File: config.mk
export PLATFORM = sky130hd
export DESIGN_NAME = buffer_ctrl
export DESIGN_NICKNAME = d
export VERILOG_FILES = /design/src/rtl/buffer_ctrl.sv
export SDC_FILE = /design/constraint.sdc
export NUM_CORES = 1
export LEC_CHECK = 0
export CORE_UTILIZATION = 41
export DETAILED_ROUTE_END_ITERATION = 10
export GPL_TIMING_DRIVEN = 0
export PLACE_DENSITY = 0.77
export SYNTH_ARGS = -nofsm -noshare
export SYNTH_HDL_FRONTEND = slang
export SYNTH_SLANG_ARGS = --single-unit
File: constraint.sdc
create_clock -name clk -period 2.4 [get_ports clk]
set_input_delay 0.48 -clock clk [delete_from_list [all_inputs] [get_ports clk]]
set_output_delay 0.48 -clock clk [all_outputs]
set_load 0.02 [all_outputs]
File: src/rtl/buffer_ctrl.sv
// Pointer and occupancy controller for the circular Buffer stage.
// Turns PAR_WRITE-word pushes and PAR_READ-word pops into wen/waddr/raddr and a fill count.
module buffer_ctrl #(
    parameter int DEPTH     = 5,
    parameter int ADDR_W    = 3,
    parameter int PAR_WRITE = 2,
    parameter int PAR_READ  = 1
) (
    input  logic              clk,
    input  logic              rst,
    input  logic              flush,
    input  logic              in_valid,
    output logic              in_ready,
    output logic              out_valid,
    input  logic              out_ready,
    output logic              wen,
    output logic [ADDR_W-1:0] waddr,
    output logic [ADDR_W-1:0] raddr,
    output logic [ADDR_W:0]   count,
    output logic              full,
    output logic              empty
);

    localparam logic [ADDR_W:0] DEPTH_W = (ADDR_W+1)'(DEPTH);
    localparam logic [ADDR_W:0] PW_W    = (ADDR_W+1)'(PAR_WRITE);
    localparam logic [ADDR_W:0] PR_W    = (ADDR_W+1)'(PAR_READ);

    logic [ADDR_W-1:0] wptr_q, wptr_d;
    logic [ADDR_W-1:0] rptr_q, rptr_d;
    logic [ADDR_W:0]   count_q, count_d;
    logic              push, pop;

    // Pointer and increment are both below DEPTH, so one conditional subtract wraps.
    function automatic logic [ADDR_W-1:0] wrap_add(input logic [ADDR_W-1:0] ptr,
                                                   input logic [ADDR_W:0]   inc);
        logic [ADDR_W:0] sum;
        sum = {1'b0, ptr} + inc;
        if (sum >= DEPTH_W) begin
            sum = sum - DEPTH_W;
        end
        return sum[ADDR_W-1:0];
    endfunction

    always_comb begin
        in_ready  = (DEPTH_W - count_q) >= PW_W;
        out_valid = count_q >= PR_W;
        push      = in_valid & in_ready;
        pop       = out_valid & out_ready;
        wen       = push;
        waddr     = wptr_q;
        raddr     = rptr_q;
        count     = count_q;
        full      = count_q == DEPTH_W;
        empty     = count_q == '0;
    end

    always_comb begin
        wptr_d  = wptr_q;
        rptr_d  = rptr_q;
        count_d = count_q;
        if (flush) begin
            wptr_d  = '0;
            rptr_d  = '0;
            count_d = '0;
        end else begin
            if (push) begin
                wptr_d = wrap_add(wptr_q, PW_W);
            end
            if (pop) begin
                rptr_d = wrap_add(rptr_q, PR_W);
            end
            count_d = count_q + (push ? PW_W : '0) - (pop ? PR_W : '0);
        end
    end

    always_ff @(posedge clk) begin
        if (rst) begin
            wptr_q  <= '0;
            rptr_q  <= '0;
            count_q <= '0;
        end else begin
            wptr_q  <= wptr_d;
            rptr_q  <= rptr_d;
            count_q <= count_d;
        end
    end

endmodule

; ---- After elaboration in Yosys (flattened, before gate mapping)
; Index checks and enable logic that the tools add are counted.
[op_classes]
order_cmp = 4
eq_ne = 1
n_mux = 4
n_bitwise = 2
reduce_logical = 2
add_sub_neg = 7
[op_table]
columns = op, count
row1 = "greater-or-equal comparator 4 x 3 -> 1 bit, second input constant", 2
row2 = 2-to-1 mux 3 bit, 2
row3 = "subtractor 3 bit, second input constant", 2
row4 = "adder 3 x 1 -> 4 bit, second input constant", 1
row5 = "adder 3 x 2 -> 4 bit, second input constant", 1
row6 = adder 4 x 2 -> 4 bit, 1
row7 = "equality test 4 x 3 -> 1 bit, second input constant", 1
row8 = "greater-or-equal comparator 4 x 1 -> 1 bit, second input constant", 1
row9 = "greater-or-equal comparator 4 x 2 -> 1 bit, second input constant", 1
row10 = logical NOT 4 bit, 1
row11 = "subtractor 3 x 4 -> 4 bit, first input constant", 1
row12 = subtractor 4 x 1 -> 4 bit, 1
row13 = AND 1 bit, 2
row14 = 2-to-1 mux 2 bit, 1
row15 = OR reduction 2 bit, 1
row16 = 2-to-1 mux 1 bit, 1
[word_totals]
inputBits = 5
out_inout_bits = 15
register_bits = 10
elab_cells = 23

; ---- Logic depth before layout (Yosys ltp)
; Gate-level depths: netlist (run 1).
[depth]
ltp_word = 6
ltp_mapped = 12
mapped_depth_nobuf = 12

; ---- Worst setup path before layout (run 1)
; Ideal clock, no wire load.
[synth_path]
path_type = register to register
from = reg count_q[1] (netlist: count[1])
to = reg count_q[3] (netlist: count[3])
setup_time_ns = 0.124
t_arrival_ns = 2.676
slack_ns = -0.400
required_ns = 2.276
path_buffers = 0
stages_incl_launch_ff = 13
path_cell_list = dfxtp_1 inv_1 ha_1 a211oi_1 a21oi_1 inv_1 ha_1 inv_1 ha_1 inv_1 fa_1 xnor2_1 nor2_1
[synth_via]
elab_chain_len = 6
[synth_lines]
columns = element, line
row1 = from (decl), 30  ; logic [ADDR_W:0] count_q, count_d;
row2 = from (signal assigned), 84  ; count_q <= count_d;
row3 = subtractor 3 x 4 -> 4 bit, 45  ; in_ready = (DEPTH_W - count_q) >= PW_W;
row4 = greater-or-equal comparator 4 x 2 -> 1 bit, 45
row5 = AND 1 bit, 47  ; push = in_valid & in_ready;
row6 = net wen, 16  ; output logic wen,
row7 = 2-to-1 mux 2 bit, 72  ; count_d = count_q + (push ? PW_W : '0) - (pop ? PR_W : '0);
row8 = adder 4 x 2 -> 4 bit, 72
row9 = subtractor 4 x 1 -> 4 bit, 72
; The timed path passes the listed nets, and every way through them passes these cells.
; A chain may end at the register's enable or synchronous reset.

; ---- Worst setup path after layout (run 1)
[layout_path]
from = reg count_q[1] (netlist: count[1])
to = reg count_q[3] (netlist: count[3])
[layout_via]
elab_chain_len = 6
[layout_lines]
columns = element, line
row1 = subtractor 3 x 4 -> 4 bit, 45
row2 = greater-or-equal comparator 4 x 2 -> 1 bit, 45
row3 = AND 1 bit, 47
row4 = 2-to-1 mux 2 bit, 72
row5 = adder 4 x 2 -> 4 bit, 72
row6 = subtractor 4 x 1 -> 4 bit (*), 72
; Every way passes the cells marked *; elsewhere a longest branch is shown, timed or not.

==> impl_metrics.py, run 1 <==
metrics = {
    "timing": {
        "rsz0062_at_grt": "false",
        "max-slew-margin-rel": 0.754,
        "holdWs_ps": 502,
        "timing.fmax_ghz": 0.439,
        "hold_viol_final": 0,
        "period_needed_ps": 2280,
        "worst_pin_slew_ps": 367,
        "drv_slew": 0,
        "fin_skew_ps": 0.620,
        "period_share": 0.948,
        "fin_ws_ps": 124,
        "setup_violations": 0,
    },
    "setup_path": {
        "crit_type": "flop to flop",
        "worst_setup_path_start_kind": "flop",
        "arrival_ps": 2420,
        "worst_setup_path_end_kind": "flop",
        "required_ps": 2550,
        "path_max_fanout": 5,
    },
    "run_status": {
        "outcome": "finished clean",
    },
    "clocking": {
        "htree_levels": 1,
        "clockBufferDepth": 2,
        "cts_sinks": 10,
        "clk_pin_slew_ps": 70,
        "cts_hold_buf": 0,
        "clockRootBuffer": "clkbuf_4",
        "insertion_delay_ps": 260,
        "cts_buffers": 3,
        "cts_tree": "done",
    },
    "yosys": {
        "yosysWarningCount": 0,
        "synth_top_family_by_area": "adder cells",
        "synth_xor_area_frac": 0.0488,
        "ys_seq_elements": 10,
        "synthSimpleGateAreaFrac": 0.129,
        "synth.distinct_cells": 26,
        "syn_avg_cell_area_sq_um": 8.65,
        "synthMuxAreaShare": 0,
        "synth_area_sq_um": 718,
        "synth_cells": 83,
        "yosysSeqAreaShare": 0.279,
        "synth-adder-area-share": 0.282,
        "synth_nets": 103,
        "synth_compound_area_frac": 0.172,
    },
    "floorplan": {
        "core_sq_um": 1580,
        "start_util": 0.456,
        "die_h_microns": 43.9,
        "ios": 20,
        "dieArea_sq_um": 1920,
        "die_w_microns": 43.9,
        "rows": 14,
    },
    "grt": {
        "grt-ovfl-total": 0,
        "track_usage": 0.167,
        "antenna_found_initial": 0,
        "grt_pass1_vias": 569,
        "grt_max_degree": 9,
        "grt_pass1_wl_microns": 2370,
    },
    "route": {
        "drt_wl_total_microns": 1360,
        "drt_iter0_markers": 7,
        "drtPass1Iterations": 5,
        "num_vias": 634,
        "avgViaCountPerCell": 4.95,
        "ant_nets": 0,
        "routedWlPerCell_microns": 10.6,
        "drc": 0,
    },
    "power_and_ir_drop": {
        "p_leak_nw": 0.451,
        "peakVddDrop_uv": 838,
        "power_density_nw_per_um2": 1080,
    },
    "final_layout": {
        "syn2layout_area_growth_pct": 46.3,
        "antenna_cells": 0,
        "instances_no_fill": 128,
        "fin_area_sq_um": 1050,
        "mostFrequentLayoutCells": "clkdlybuf4s50_1, inv_1, ha_1",
        "final_common_cell": "clkdlybuf4s50_1",
        "fillerInstances": 131,
        "drive_gt1_frac": 0.170,
        "final_core_util": 0.667,
        "nets": 133,
    },
    "placed_design": {
        "placed_cells": 118,
        "dpl.hpwl_microns": 1040,
        "dp_slack_ps": -101,
        "placed_cell_area_sq_um": 950,
        "place_congestion": 0.747,
        "port_buffers": 19,
    },
    "worst_hold_path": {
        "worstHoldPathType": "flop to flop",
    },
    "flow_run": {
        "maxCapViolCount": 0,
    },
}
-- path summary, 6_finish.rpt --
path                                from       end  slack [ps]  depth (start not counted)
worst min register to register  waddr[2]  waddr[2]         500                          2
worst max-delay path            count[1]  count[3]         120                         12
worst min-delay path            waddr[2]  waddr[2]         500                          2
worst max register to register  count[1]  count[3]         120                         12
-- registers in the layout, indices dropped and copies added, names as in the netlist --
register  flops
raddr         3
count         4
waddr         3
-- power by group --
| part | total, mW | switching, mW | internal (mW) |
|---|---|---|---|
| Clock | 0.151 | 0.0592 | 0.0920 |
| Sequential | 0.252 | 0.0466 | 0.206 |
| Combinational | 0.731 | 0.366 | 0.365 |
-- per-stage QoR --
step	TNS (ps)	power (mW)
4_1_cts	0	1.12
2_1_floorplan	0	0.679
3_3_place_gp	-62.6	0.893
3_5_place_dp	-141	0.913
5_1_grt	0	1.23
6_report	0	1.13
-- cells by family (layout without fill, tap and decap cells) --
group,Yosys count,count (layout)
flip-flops,10,10
buffers and inverters,17,46
adder cells (fa/ha/maj),15,15
AND/OR/NAND/NOR,18,18
XOR/XNOR,4,4
AO/OA/AOI/OAI,19,19
-- worst max-delay path: stages (launching register included) --
cell and delay (ps):
dfxtp_4 380, inv_2 60, ha_4 240, a211oi_4 260, a21oi_4 100, inv_1 70
ha_1 220, inv_1 60, ha_1 130, inv_1 50, fa_1 370, xnor2_1 160
nor2_1 50
-- synth_stat cells --
master / count / area, sq um
a211oi_1: 2 / 15.0
a21bo_1: 1 / 10.0
a21boi_0: 1 / 7.51
a21oi_1: 7 / 35.0
a311oi_1: 1 / 8.76
a31oi_1: 1 / 6.26
and2_1: 1 / 6.26
and3_1: 1 / 6.26
and3_2: 1 / 7.51
clkbuf_1: 1 / 3.75
dfxtp_1: 10 / 200
fa_1: 2 / 40.0
ha_1: 13 / 163
inv_1: 16 / 60.1
nand2_1: 4 / 15.0
nand2b_1: 2 / 12.5
nand3b_1: 1 / 7.51
nor2_1: 5 / 18.8
nor3_1: 1 / 5.00
o211a_1: 1 / 10.0
o211ai_1: 1 / 7.51
o21ai_0: 3 / 15.0
o21ai_2: 1 / 8.76
or2_2: 1 / 6.26
or4_1: 1 / 7.51
xnor2_1: 4 / 35.0
-- repair_timing --
action / 4_1_cts / 5_1_grt
resized for setup: 4 / 2
endpoints found under the setup margin: 3 / 3
setup buffers: 3 / 3
pin swaps: 1 / 2
-- layout make-up --
cell class | count | area [sq um] | area share
tap | 16 | 20.0 | 0.0190
clock buffer | 4 | 36.3 | 0.0345
buffer | 1 | 3.75 | 0.00357
sequential | 10 | 208 | 0.198
inverter | 16 | 60.1 | 0.0571
timing repair buffer | 25 | 233 | 0.221
multi-input combinational | 56 | 490 | 0.467
-- metal layers --
| layer | track usage | vias to the layer above | part of all wire |
|---|---|---|---|
| li1 | - | 331 | - |
| met1 | 0.210 | 291 | 0.46 |
| met2 | 0.272 | 12 | 0.51 |
| met3 | 0.0500 | 0 | 0.026 |
| met4 | 0.0545 | 0 | 0 |
| met5 | 0 | - | 0 |
(Power assumes the default switching activity.)
==> inputs of run 2 (changes only) <==
ABC_CLOCK_PERIOD_IN_PS = 2400   (was unset)
==> results of run 2 <==
The final DEF is identical to that of run 1; final timing and power are the same.
==> inputs of run 3 (changes only) <==
PLACE_DENSITY = 0.82   (was 0.77)
REMOVE_ABC_BUFFERS = 1   (was unset)
==> run 3 against run 2 <==
Effect of this change:
- power rose by 1.2%
- first-iteration DRC count down 29%
- setup slack worse by 52 ps
- global-route usage is 0.62 points higher
- non-clock buffer count is 2 lower
- via count down 0.79%
- sequential share of layout area is 0.17 points higher
- count of clock-buffer cells in the layout did not move
- routed wire length increased by 12%
- largest cell class unchanged
- highest routed layer unchanged
==> impl_metrics.py, run 3 (synthesis results as in run 1) <==
metrics = {
    "clocking": {
        "cts_buffers": 3,
        "cts_sinks": 10,
        "cts_tree": "done",
        "insertion_delay_ps": 260,
        "clockBufferDepth": 2,
        "cts_hold_buf": 0,
        "clockRootBuffer": "clkbuf_4",
        "clk_pin_slew_ps": 70,
        "htree_levels": 1,
    },
    "route": {
        "num_vias": 629,
        "drtPass1Iterations": 4,
        "avgViaCountPerCell": 4.99,
        "drt_iter0_markers": 5,
        "routedWlPerCell_microns": 12.1,
        "drt_wl_total_microns": 1520,
        "ant_nets": 0,
        "drc": 0,
    },
    "flow_run": {
        "maxCapViolCount": 0,
    },
    "run_status": {
        "outcome": "finished clean",
    },
    "worst_hold_path": {
        "worstHoldPathCells": 2,
        "worstHoldPathType": "flop to flop",
    },
    "timing": {
        "worst_pin_slew_ps": 343,
        "max-slew-margin-rel": 0.769,
        "period_needed_ps": 2330,
        "setup_violations": 0,
        "hold_viol_final": 0,
        "drv_slew": 0,
        "timing.fmax_ghz": 0.429,
        "period_share": 0.970,
        "fin_skew_ps": 0.377,
    },
    "final_layout": {
        "drive_gt1_frac": 0.173,
        "mostFrequentLayoutCells": "clkdlybuf4s50_1, inv_1, ha_1",
        "fin_area_sq_um": 1040,
        "fillerInstances": 137,
        "largest_reg_flops": 4,
        "nets": 131,
        "final_common_cell": "clkdlybuf4s50_1",
        "antenna_cells": 0,
        "syn2layout_area_growth_pct": 45.1,
    },
    "grt": {
        "grt-ovfl-total": 0,
        "track_usage": 0.173,
        "grt_pass1_vias": 564,
        "antenna_found_initial": 0,
        "grt_max_degree": 9,
        "grt_pass1_wl_microns": 2480,
    },
    "setup_path": {
        "path_cells": "buf_4 -> ha_1 -> xnor2_2 -> a21oi_2 -> inv_1 -> ha_1 -> inv_1 -> ha_1 -> inv_1 -> fa_2 -> nor2_1",
        "regToRegSetupSlack_ps": 70,
        "cp_top_family": "adder cells",
        "worst_setup_path_end_kind": "flop",
        "worstSetupPathDepth": 11,
        "critPathSlowestCell": "fa_2",
        "required_ps": 2560,
        "arrival_ps": 2490,
        "crit_type": "flop to flop",
        "path_max_fanout": 3,
        "r2r_cells": 11,
        "cp_num_buf_inv": 4,
        "worst_setup_path_start_kind": "flop",
        "cpPeakStageDelay_ps": 510,
    },
    "placed_design": {
        "place_congestion": 0.724,
        "placed_cell_area_sq_um": 925,
        "port_buffers": 19,
        "dpl.hpwl_microns": 1080,
    },
    "power_and_ir_drop": {
        "power_density_nw_per_um2": 1100,
        "peakVddDrop_uv": 786,
        "fin_total_pwr_mw": 1.15,
        "p_leak_nw": 0.443,
    },
    "floorplan": {
        "core_sq_um": 1580,
        "dieArea_sq_um": 1920,
        "rows": 14,
        "start_util": 0.456,
        "ios": 20,
        "die_h_microns": 43.9,
        "die_w_microns": 43.9,
    },
}
[run 3: cell count changes in the layout (fill, tap and decap cells not counted), sizes merged]
cell and delta:
buf -1, clkbuf -1
[run 3: report_power, final]
| part | leakage (nW) | switching (mW) | internal (mW) | total [mW] |
|---|---|---|---|---|
| clock network | 0.0210 | 0.0631 | 0.0921 | 0.155 |
| logic | 0.340 | 0.372 | 0.366 | 0.738 |
| registers | 0.0827 | 0.0492 | 0.206 | 0.255 |
[run 3: worst register-to-register path, delay by kind of cell (launching register included)]
kind                     cells  cell delay (ps)
XOR/XNOR                     1              160
AO/OA/AOI/OAI                1              200
flip-flops                   1              350
adder cells (fa/ha/maj)      4             1150
buffers and inverters        4              320
AND/OR/NAND/NOR              1               50
[run 3: layout make-up]
cell class | count | area, sq um | share of cell area
Timing Repair Buffer | 24 | 225 | 0.216
Inverter | 16 | 60.1 | 0.0576
Tap cell | 16 | 20.0 | 0.0192
Clock buffer | 4 | 36.3 | 0.0348
Sequential cell | 10 | 208 | 0.199
Multi-Input combinational cell | 56 | 493 | 0.473
[run 3: timing repair]
action,4_1_cts,5_1_grt
gates resized for setup,7,5
setup endpoints to repair,4,2
cloned,0,0
setup buffers,1,4
pin swaps,2,4
[run 3: per-stage QoR]
step	cells	hold slack (ps)	TNS, ps	util	setup slack (ps)
finish	126	509	0	0.661	71.6
global route	126	525	-12.8	0.661	-12.8
CTS	122	505	0	0.621	17.2
detailed placement	117	495	-793	0.587	-351
global placement	117	490	-586	0.587	-278
floorplan	82	572	-749	-	-392
[run 3: worst paths after layout]
check | end | startpoint
max | count[2] | count[1]
min | waddr[2] | waddr[2]
max reg2reg | count[2] | count[1]
min reg2reg | waddr[2] | waddr[2]
[run 3: per-layer routing]
layer | wire length, microns | global-route usage | up-vias
li1 | - | - | 326
met4 | 0 | 0.0182 | 0
met3 | 66 | 0.0500 | 0
met5 | 0 | 0 | -
met1 | 712 | 0.211 | 287
met2 | 745 | 0.310 | 16
